File: config.mk
export PLATFORM = sky130hd
export DESIGN_NAME = tick_generator
export DESIGN_NICKNAME = d
export VERILOG_FILES = /design/src/rtl/tick_generator.sv
export SDC_FILE = /design/constraint.sdc
export NUM_CORES = 1
export LEC_CHECK = 0
export CAP_MARGIN = 25
export CORE_MARGIN = 3
export CORE_UTILIZATION = 45
export CTS_CLUSTER_DIAMETER = 120
export CTS_CLUSTER_SIZE = 10
export DETAILED_ROUTE_END_ITERATION = 16
export RECOVER_POWER = 50
export SYNTH_ARGS = -nofsm -noshare
export SYNTH_HDL_FRONTEND = slang
export SYNTH_SLANG_ARGS = --single-unit
File: constraint.sdc
create_clock -name clk -period 2.66 [get_ports clk]
set_input_delay 0.532 -clock clk [delete_from_list [all_inputs] [get_ports clk]]
set_output_delay 0.532 -clock clk [all_outputs]
set_load 0.1 [all_outputs]
File: src/rtl/tick_generator.sv
// rtl/tick_generator.sv - once-per-second tick plus debounced minutes/hours set pulses
// Buttons are synchronized and debounced; a three-state FSM selects time-keeping or set mode.
module tick_generator #(
  parameter int CLK_FREQ        = 32768,
  parameter int FAST_SET_HZ     = 8,
  parameter int DEBOUNCE_CYCLES = 64
) (
  input  logic clk,
  input  logic reset_n,
  input  logic ena,
  input  logic btn_minutes,
  input  logic btn_hours,
  input  logic btn_fast,
  output logic sec_en,
  output logic min_set_en,
  output logic hr_set_en,
  output logic set_active
);

  localparam int FAST_DIV = CLK_FREQ / FAST_SET_HZ;
  localparam int CNT_W    = $clog2(CLK_FREQ);
  localparam int DB_W     = (DEBOUNCE_CYCLES > 1) ? $clog2(DEBOUNCE_CYCLES) : 1;

  localparam logic [CNT_W-1:0] SEC_LAST  = CNT_W'(CLK_FREQ - 1);
  localparam logic [CNT_W-1:0] FAST_LAST = CNT_W'(FAST_DIV - 1);
  localparam logic [DB_W-1:0]  DB_LAST   = DB_W'(DEBOUNCE_CYCLES - 1);

  typedef enum logic [1:0] {
    IDLE    = 2'd0,
    SET_MIN = 2'd1,
    SET_HR  = 2'd2
  } state_t;

  state_t state, next_state;

  logic [2:0]      btn_raw, sync_1, sync_2, db;
  logic [DB_W-1:0] db_cnt [3];
  logic            dm, dh, df, df_q;
  logic [CNT_W-1:0] sec_cnt, set_cnt, set_last;
  logic            set_tick;

  assign btn_raw  = {btn_fast, btn_hours, btn_minutes};
  assign dm       = db[0];
  assign dh       = db[1];
  assign df       = db[2];
  assign set_last = df ? FAST_LAST : SEC_LAST;

  // Two-flop synchronizer feeding a run-length debouncer per button.
  always_ff @(posedge clk or negedge reset_n) begin
    if (!reset_n) begin
      sync_1 <= '0;
      sync_2 <= '0;
      db     <= '0;
      for (int i = 0; i < 3; i++) begin
        db_cnt[i] <= '0;
      end
    end else begin
      sync_1 <= btn_raw;
      sync_2 <= sync_1;
      for (int i = 0; i < 3; i++) begin
        if (sync_2[i] == db[i]) begin
          db_cnt[i] <= '0;
        end else if (db_cnt[i] == DB_LAST) begin
          db[i]     <= sync_2[i];
          db_cnt[i] <= '0;
        end else begin
          db_cnt[i] <= db_cnt[i] + DB_W'(1);
        end
      end
    end
  end

  always_ff @(posedge clk or negedge reset_n) begin
    if (!reset_n) begin
      state <= IDLE;
    end else begin
      state <= next_state;
    end
  end

  // Hours always win over minutes, including when both change together in SET_MIN.
  always_comb begin
    next_state = state;
    unique case (state)
      IDLE: begin
        if (dh)      next_state = SET_HR;
        else if (dm) next_state = SET_MIN;
      end
      SET_MIN: begin
        if (dh)       next_state = SET_HR;
        else if (!dm) next_state = IDLE;
      end
      SET_HR: begin
        if (!dh) next_state = IDLE;
      end
      default: next_state = IDLE;
    endcase
  end

  always_comb begin
    set_active = (state != IDLE);
    min_set_en = set_tick && (state == SET_MIN);
    hr_set_en  = set_tick && (state == SET_HR);
  end

  // Counting only while staying in IDLE keeps sec_en out of the first set cycle
  // and makes the first tick after a set land a full second later.
  always_ff @(posedge clk or negedge reset_n) begin
    if (!reset_n) begin
      sec_cnt <= '0;
      sec_en  <= 1'b0;
    end else if (state != IDLE || next_state != IDLE) begin
      sec_cnt <= '0;
      sec_en  <= 1'b0;
    end else if (ena) begin
      if (sec_cnt == SEC_LAST) begin
        sec_cnt <= '0;
        sec_en  <= 1'b1;
      end else begin
        sec_cnt <= sec_cnt + CNT_W'(1);
        sec_en  <= 1'b0;
      end
    end else begin
      sec_en <= 1'b0;
    end
  end

  // set_tick is registered against the next state so the entry pulse lands in the first set cycle.
  always_ff @(posedge clk or negedge reset_n) begin
    if (!reset_n) begin
      set_cnt  <= '0;
      set_tick <= 1'b0;
      df_q     <= 1'b0;
    end else begin
      df_q <= df;
      if (next_state == IDLE) begin
        set_cnt  <= '0;
        set_tick <= 1'b0;
      end else if (next_state != state) begin
        set_cnt  <= '0;
        set_tick <= 1'b1;
      end else if (df != df_q) begin
        set_cnt  <= '0;
        set_tick <= 1'b0;
      end else if (set_cnt == set_last) begin
        set_cnt  <= '0;
        set_tick <= 1'b1;
      end else begin
        set_cnt  <= set_cnt + CNT_W'(1);
        set_tick <= 1'b0;
      end
    end
  end

endmodule

After elaboration in Yosys (flattened, before gate mapping):

Index checks and enable logic that the tools add are counted.

* register bits after elaboration: 62
* input port bits: 6
* output and inout bits: 4
* word-level logic and storage cells: 72

* add/sub/neg operators: 5
* eq/ne operators: 12
* muxes and demuxes: 27
* bitwise operators: 3
* reduce and logical (&&, ||, !) cells: 11

Operators by type and width (count)
* $mux W15: 8
* $mux W6: 6
* $add A15 B1 Y15 const B: 2
* $add A6 B1 Y6 const B: 3
* $eq A6 B6 Y1 const B: 3
* $eq A15 B15 Y1: 1
* $eq A15 B15 Y1 const B: 1
* $mux W2: 5
* $mux W1: 7
* $pmux W2 S3: 1
* $reduce_and A2 Y1: 3
* $reduce_bool A2 Y1: 3
* $logic_not A2 Y1: 2
* $eq A1 B1 Y1: 3
* $not A1 Y1: 3
* $eq A2 B1 Y1 const B: 1
* $eq A2 B2 Y1 const B: 1
* $logic_and A1 B1 Y1: 2
* $ne A2 B2 Y1: 1
* $logic_or A1 B1 Y1: 1
* $ne A1 B1 Y1: 1

Longest topological paths before layout:

Gate-level depths: netlist of the first run.

* depth in word-level cells: 6
* mapped depth: 7
* mapped depth without buffers: 5

Worst setup path after synthesis of the first run:

Ideal clock, no wire load.

* path kind: register to output
* start: reg state[1]
* end: out min_set_en
* arrival time: 1.743 ns
* required time: 2.128 ns
* path slack: 0.385 ns
* cell stages (with the launch flop): 3
* path buffers: 1
* cell sequence: dfrtp_1 > buf_6 > nor2_1

* cells in the longest elaborated chain, start to end: 2

Ends and longest elaborated chain
* from (decl): line 34 `state_t state, next_state;`
* from (signal assigned): line 77 `state <= next_state;`
* $eq A2 B1 Y1: line 102 `min_set_en = set_tick && (state == SET_MIN);`
* $logic_and A1 B1 Y1: line 102
* to (decl): line 15 `output logic min_set_en,`

Every way passes these cells.

Final worst setup path of the first run:

* start: reg set_cnt[0]
* end: reg set_cnt[2]

* cells in the longest elaborated chain, start to end: 5
* elaborated cells on any way between the ends: 6
* those cells by class: 1 x add/sub; 1 x eq/ne; 4 x mux

Ends and longest elaborated chain
* from (decl): line 39 `logic [CNT_W-1:0] sec_cnt, set_cnt, set_last;`
* from (signal assigned): line 149 `set_cnt <= set_cnt + CNT_W'(1);`
* $add A15 B1 Y15 or $eq A15 B15 Y1 (tied branches): line 149, 145
* $mux W15 *: line 145 `end else if (set_cnt == set_last) begin`
* $mux W15 *: line 142 `end else if (df != df_q) begin`
* $mux W15 *: line 139 `end else if (next_state != state) begin`
* $mux W15 *: line 136 `if (next_state == IDLE) begin`

Every way passes the cells marked *; elsewhere a longest branch is shown, timed or not.
A chain may end at the register's enable or synchronous reset.

==> impl_metrics.py, run 1 <==
metrics = {
    "outcome": {
        "status": "complete, but fails checks",
        "violations": "max-capacitance violations, max-slew violations",
    },
    "worst_setup_path": {
        "cp_max_fo": 14,
        "worstRegToRegCells": 6,
        "r2r_end": "set_cnt[2]$_DFF_PN0_",
        "critPathCaptureType": "register",
        "reg2reg_slack_ns": 0.66,
        "crit_type": "reg -> reg",
        "arrival_ns": 2.20,
        "rr_startpoint": "set_cnt[0]$_DFF_PN0_",
        "cp-start-kind": "register",
        "critPathRequiredTime_ns": 2.85,
    },
    "detailed_routing": {
        "first_pass_iters": 4,
        "drc": 0,
        "vias_per_cell": 5.206,
        "drt-total-wl_mm": 4.625,
        "antenna_left": 0,
        "num_vias": 1869,
        "drt_iter0_markers": 58,
        "routedWlPerCell_um": 12.88,
    },
    "layout": {
        "nNetsFinal": 291,
        "layout-drive-gt1-share": 0.1162,
        "final_util": 0.5237,
        "design_area_um2": 3174,
        "diodes": 0,
        "area_growth_pct": 10.06,
    },
    "timing": {
        "hold_viol_final": 0,
        "fin_crit_sh": 0.7530,
        "worst_pin_slew_ns": 1.618,
        "rsz0062_at_grt": "no",
        "fin_crit_ns": 2.003,
        "slew_headroom": -0.07896,
        "slew_viol_final": 29,
        "setup-tns-final_ns": 0,
        "setup_viol": 0,
        "finalClockSkew_ns": 0.008169,
        "max_freq_mhz": 499.3,
    },
    "clock_network": {
        "htree_levels": 3,
        "clockBufferDepth": 2,
        "cts_hold_buf": 0,
        "cts_setup_buffers": 0,
        "cts_root_buf": "clkbuf_8",
        "cts.sinks": 62,
        "cts_tree": "built",
        "clock_latency_ns": 0.33,
        "cts_resized": 0,
        "path_clk_slew_ns": 0.07,
        "cts_inserted_buffers": 9,
    },
    "logic_synthesis": {
        "yosysWarnings": 0,
        "synthArstFlopShare": 1.000,
        "ys_top_cells_by_area": "dfrtp_1 54%, xor2_1 7.0%, nor2_1 6.2%",
        "synth_seq_cells": 62,
        "synthCells": 267,
        "ys_seq_area_frac": 0.5380,
        "yosysTopAreaCell": "dfrtp_1",
        "synth_edf_count": 0,
        "syn_area_um2": 2884,
        "yosysTopAreaCellShare": 0.5380,
        "synthesis.nets": 278,
        "syn_avg_cell_area_um2": 10.80,
        "ys.flop_type": "dfrtp_1",
        "synth_cell_types": 43,
    },
    "floorplan": {
        "core_area_um2": 6061,
        "rows": 28,
        "die_w_um": 86.06,
        "die_area_um2": 7405,
        "initial_core_util": 0.4758,
        "ios": 10,
        "dieHeight_um": 86.06,
    },
    "flow_run": {
        "maxCapViolations": 1,
    },
    "grt": {
        "grt_usage": 0.1439,
        "grt_use_met1": 0.1771,
        "grt_use_met3": 0.05476,
        "antenna_found_initial": 0,
        "overflow": 0,
        "busiest_layer": "met2",
        "grt_pass1_vias": 1864,
        "grt_max_degree": 35,
        "grt_pass1_wl_mm": 8.397,
        "use_met2": 0.2327,
    },
    "placement": {
        "detailed_place_hpwl_mm": 3.092,
        "gp_congestion": 0.7442,
        "io_buffers": 9,
        "placed_cell_area_um2": 3010,
    },
    "power_and_ir_drop": {
        "power_density_nw_per_um2": 602.1,
        "total_power_w": 0.001911,
        "leakagePower_nw": 1.419,
        "vdd.ir_drop.worst_uv": 326.1,
    },
    "min_path": {
        "worstHoldEndpoint": "sync_2[1]$_DFF_PN0_",
        "hold_depth": 0,
        "hold_path.class": "reg -> reg",
        "min_from": "sync_1[1]$_DFF_PN0_",
    },
}
## routing by layer
metal / vias up / wire, um
li1: 934 / -
met1: 907 / 2171
met2: 24 / 2253
met3: 4 / 166
met4: 0 / 34
met5: - / 0
## cell usage in the layout, fill, tap and decap left out, types with 5 or more instances in the layout
cell / count
dfrtp_1: 62
nor2_1: 48
xor2_1: 23
xnor2_1: 18
nand2_1: 16
nand3_1: 13
clkbuf_8: 10
and3_1: 7
a21oi_1: 7
buf_4: 6
o21ai_0: 5
ha_1: 5
## cell type report
class                   count  area (um2)
clock buffers              11       141.4
clock inverters             4       23.77
fillers                   545        2887
inverters                   4       15.01
multi-input cells         191        1240
flip-flops and latches     62        1551
well taps                  75       93.84
repair buffers             12       108.9
## sequential cells by signal (all words and copies together) (netlist names)
signal    count
sec_en        1
set_tick      1
df_q          1
sync_2        3
db            3
sync_1        3
set_cnt      15
db_cnt       18
sec_cnt      15
state         2
## power by group
group / total (W) / switching [W] / leakage, nW / internal, W
combinational: 0.000152 / 0.0000833 / 0.501 / 0.0000683
clock: 0.000692 / 0.000337 / 0.0889 / 0.000355
sequential: 0.00107 / 0.0000621 / 0.829 / 0.00101
## cells in the mapped netlist, types with 3 or more instances
master and count:
inv_1 4, or3_1 3, nand3_1 13, ha_1 5, and3_1 7, o21ai_0 5, and2_1 3, xor2_1 23
nand2_1 16, dfrtp_1 62, buf_6 5, xnor2_1 18, mux2_2 3, nand4_1 4, nor2_1 48, and4_1 4
a21oi_1 7
## worst max-delay path: stages (launching register included)
cell and delay [ns]:
dfrtp_1 0.37, ha_1 0.20, nand3_1 0.25, nor4_1 0.37, buf_4 0.18, a21o_1 0.40
nor2_1 0.10
## worst max-delay path by stage
| stage | from | cells after the start | endpoint | slack [ns] |
|---|---|---|---|---|
| 3_5_place_dp | set_cnt[0]$_DFF_PN0_ | 6 | set_cnt[2]$_DFF_PN0_ | 0.68 |
| 6_report | set_cnt[0]$_DFF_PN0_ | 6 | set_cnt[2]$_DFF_PN0_ | 0.66 |
| 3_3_place_gp | ena | 5 | sec_cnt[8]$_DFFE_PN0P_ | 0.72 |
| 4_1_cts | set_cnt[0]$_DFF_PN0_ | 6 | set_cnt[2]$_DFF_PN0_ | 0.66 |
| 2_1_floorplan | state[1]$_DFF_PN0_ | 2 | min_set_en | 0.39 |
| 5_1_grt | set_cnt[0]$_DFF_PN0_ | 6 | set_cnt[7]$_DFF_PN0_ | 0.43 |
## per-stage QoR
step	hold WS (ns)	setup WS [ns]	instances
6_report	0.3454	0.6571	359
5_1_grt	0.3562	0.4290	359
4_1_cts	0.2527	0.6590	359
3_5_place_dp	0.3363	0.6849	344
3_3_place_gp	0.3347	0.7203	344
2_1_floorplan	0.2364	0.3851	267
## cell families (layout without fill, tap and decap cells)
family | after synthesis | in the layout | synth area share
compound gates | 26 | 26 | 0.06898
flops | 62 | 62 | 0.5380
mux | 3 | 3 | 0.01171
xor+xnor | 41 | 41 | 0.1245
fa+ha+maj | 5 | 5 | 0.02169
simple gates | 116 | 116 | 0.2030
buf+inv | 14 | 31 | 0.03210
Note: power is estimated with default switching activity, not from simulation.
==> run 2, diff against run 1 <==
==> constraint.sdc (replaced) <==
create_clock -name clk -period 2.1 [get_ports clk]
set_input_delay 0.42 -clock clk [delete_from_list [all_inputs] [get_ports clk]]
set_output_delay 0.42 -clock clk [all_outputs]
set_load 0.1 [all_outputs]
==> impl_metrics.py, run 2 (synthesis results as in run 1) <==
metrics = {
    "grt": {
        "antenna_found_initial": 0,
        "grt_pass1_wl_mm": 8.997,
        "grt_usage": 0.1552,
        "grt_max_degree": 37,
        "overflow": 0,
        "grt_pass1_vias": 2020,
    },
    "floorplan": {
        "rows": 28,
        "die_w_um": 86.06,
        "dieHeight_um": 86.06,
        "ios": 10,
        "core_area_um2": 6061,
        "initial_core_util": 0.4758,
        "die_area_um2": 7405,
    },
    "layout": {
        "nNetsFinal": 295,
        "area_growth_pct": 14.23,
        "layout-drive-gt1-share": 0.1315,
        "largest_register_ffs": 18,
        "top_regs": "db_cnt (18), sec_cnt (15), set_cnt (15)",
        "final_cell_mix": "62 x dfrtp_1, 47 x nor2_1, 23 x xor2_1, 18 x xnor2_1, 16 x nand2_1",
        "final_common_cell": "dfrtp_1",
        "largest_register": "db_cnt",
        "diodes": 0,
    },
    "timing": {
        "fin_crit_sh": 0.8520,
        "fin_crit_ns": 1.789,
        "slew_viol_final": 27,
        "finalClockSkew_ns": 0.01164,
        "worst_pin_slew_ns": 1.517,
        "holdWs_ns": 0.3400,
        "max_freq_mhz": 558.9,
        "setup_viol": 0,
        "setup-tns-final_ns": 0,
        "hold_viol_final": 0,
        "slew_headroom": -0.01159,
        "rsz0062_at_grt": "no",
    },
    "worst_setup_path": {
        "crit_type": "reg -> reg",
        "max_stage_delay_ns": 0.69,
        "arrival_ns": 2.06,
        "critPathRequiredTime_ns": 2.37,
        "cp_cell_sequence": "or4_4 -> o211ai_1 -> o21ai_0 -> a21oi_1",
        "cp_max_fo": 14,
        "cp_top_family": "simple AND/OR/NAND/NOR gates",
        "cp_slowest_cell": "or4_4",
        "cp-start-kind": "register",
        "critPathCaptureType": "register",
        "cp_num_buf_inv": 0,
    },
    "clock_network": {
        "cts_resized": 0,
        "cts_root_buf": "clkbuf_8",
        "cts_hold_buf": 0,
        "cts_setup_buffers": 0,
        "clockBufferDepth": 2,
        "cts_inserted_buffers": 9,
        "clock_latency_ns": 0.34,
        "cts_tree": "built",
        "path_clk_slew_ns": 0.07,
        "htree_levels": 3,
        "cts.sinks": 62,
    },
    "placement": {
        "io_buffers": 9,
        "detailed_place_hpwl_mm": 3.182,
        "gp_congestion": 0.7508,
    },
    "power_and_ir_drop": {
        "power_density_nw_per_um2": 819.2,
        "combPwrFrac": 0.072,
        "leakagePower_nw": 1.465,
        "switchingPower_w": 0.0006396,
        "intPower_w": 0.002059,
        "switching_share": 0.2370,
        "power.share.clock": 0.426,
        "vdd.ir_drop.worst_uv": 460.1,
        "pwr-share-seq": 0.502,
    },
    "detailed_routing": {
        "antenna_left": 0,
        "drt_iter0_markers": 91,
        "first_pass_iters": 4,
        "drc": 0,
        "vias_per_cell": 5.190,
        "drt-total-wl_mm": 4.910,
        "num_vias": 1889,
        "routedWlPerCell_um": 13.49,
    },
    "flow_run": {
        "maxCapViolations": 1,
    },
    "outcome": {
        "violations": "max-capacitance violations, max-slew violations",
        "status": "complete, but fails checks",
    },
    "min_path": {
        "hold_path.class": "reg -> reg",
    },
}
==> run 2: path summary, 6_finish.rpt <==
path / from / endpoint / slack [ns] / cells after the start
worst max-delay path: state[1]$_DFF_PN0_ / sec_cnt[13]$_DFFE_PN0P_ / 0.31 / 4
worst min-delay path: sync_1[0]$_DFF_PN0_ / sync_2[0]$_DFF_PN0_ / 0.34 / 0
worst max register to register: state[1]$_DFF_PN0_ / sec_cnt[13]$_DFFE_PN0P_ / 0.31 / 4
worst min register to register: sync_1[0]$_DFF_PN0_ / sync_2[0]$_DFF_PN0_ / 0.34 / 0
max in group asynchronous: reset_n / state[1]$_DFF_PN0_ / 0.78 / 1
min in group asynchronous: reset_n / sec_cnt[11]$_DFFE_PN0P_ / 0.43 / 1
==> run 2: per-stage QoR <==
stage / instance area (um2) / cells / util / setup WS [ns] / total power, W
6_report: 3294 / 364 / 0.5436 / 0.3109 / 0.002699
3_5_place_dp: 3080 / 348 / 0.5083 / 0.2903 / 0.001569
3_3_place_gp: 3080 / 348 / 0.5083 / 0.3117 / 0.001564
2_1_floorplan: 2887 / 267 / - / 0.3609 / 0.001491
5_1_grt: 3294 / 364 / 0.5436 / 0.1767 / 0.002831
4_1_cts: 3296 / 364 / 0.5438 / 0.3020 / 0.002733
==> run 2: layout make-up <==
cell class              count  area (um2)
clock buffers              12       145.1
clock inverters             4       70.07
fillers                   531        2766
inverters                   4       15.01
multi-input cells         191        1242
flip-flops and latches     62        1551
well taps                  75       93.84
repair buffers             16       176.4
==> run 2: routing by layer <==
layer	wire length, um	GRT usage
met3	134	0.04611
met5	0	0
met1	2391	0.1923
met2	2279	0.2481
met4	105	0.07338
==> run 2: power by group through the flow <==
stage	registers, W	clock network, W	logic (W)
6_report	0.00136	0.00115	0.000193
5_1_grt	0.00136	0.00124	0.000232
4_1_cts	0.00135	0.00118	0.000199
3_5_place_dp	0.00137	0	0.000195
3_3_place_gp	0.00137	0	0.000192
2_1_floorplan	0.00136	0	0.000133
==> run 3, diff against run 2 <==
--- a/config.mk
+++ b/config.mk
@@ -12,6 +12,7 @@
 export CTS_CLUSTER_SIZE = 10
 export DETAILED_ROUTE_END_ITERATION = 16
 export RECOVER_POWER = 50
+export SLEW_MARGIN = 30
 export SYNTH_ARGS = -nofsm -noshare
 export SYNTH_HDL_FRONTEND = slang
 export SYNTH_SLANG_ARGS = --single-unit
==> results of run 3 <==
Final layout, timing and power as in run 2 (identical DEF).
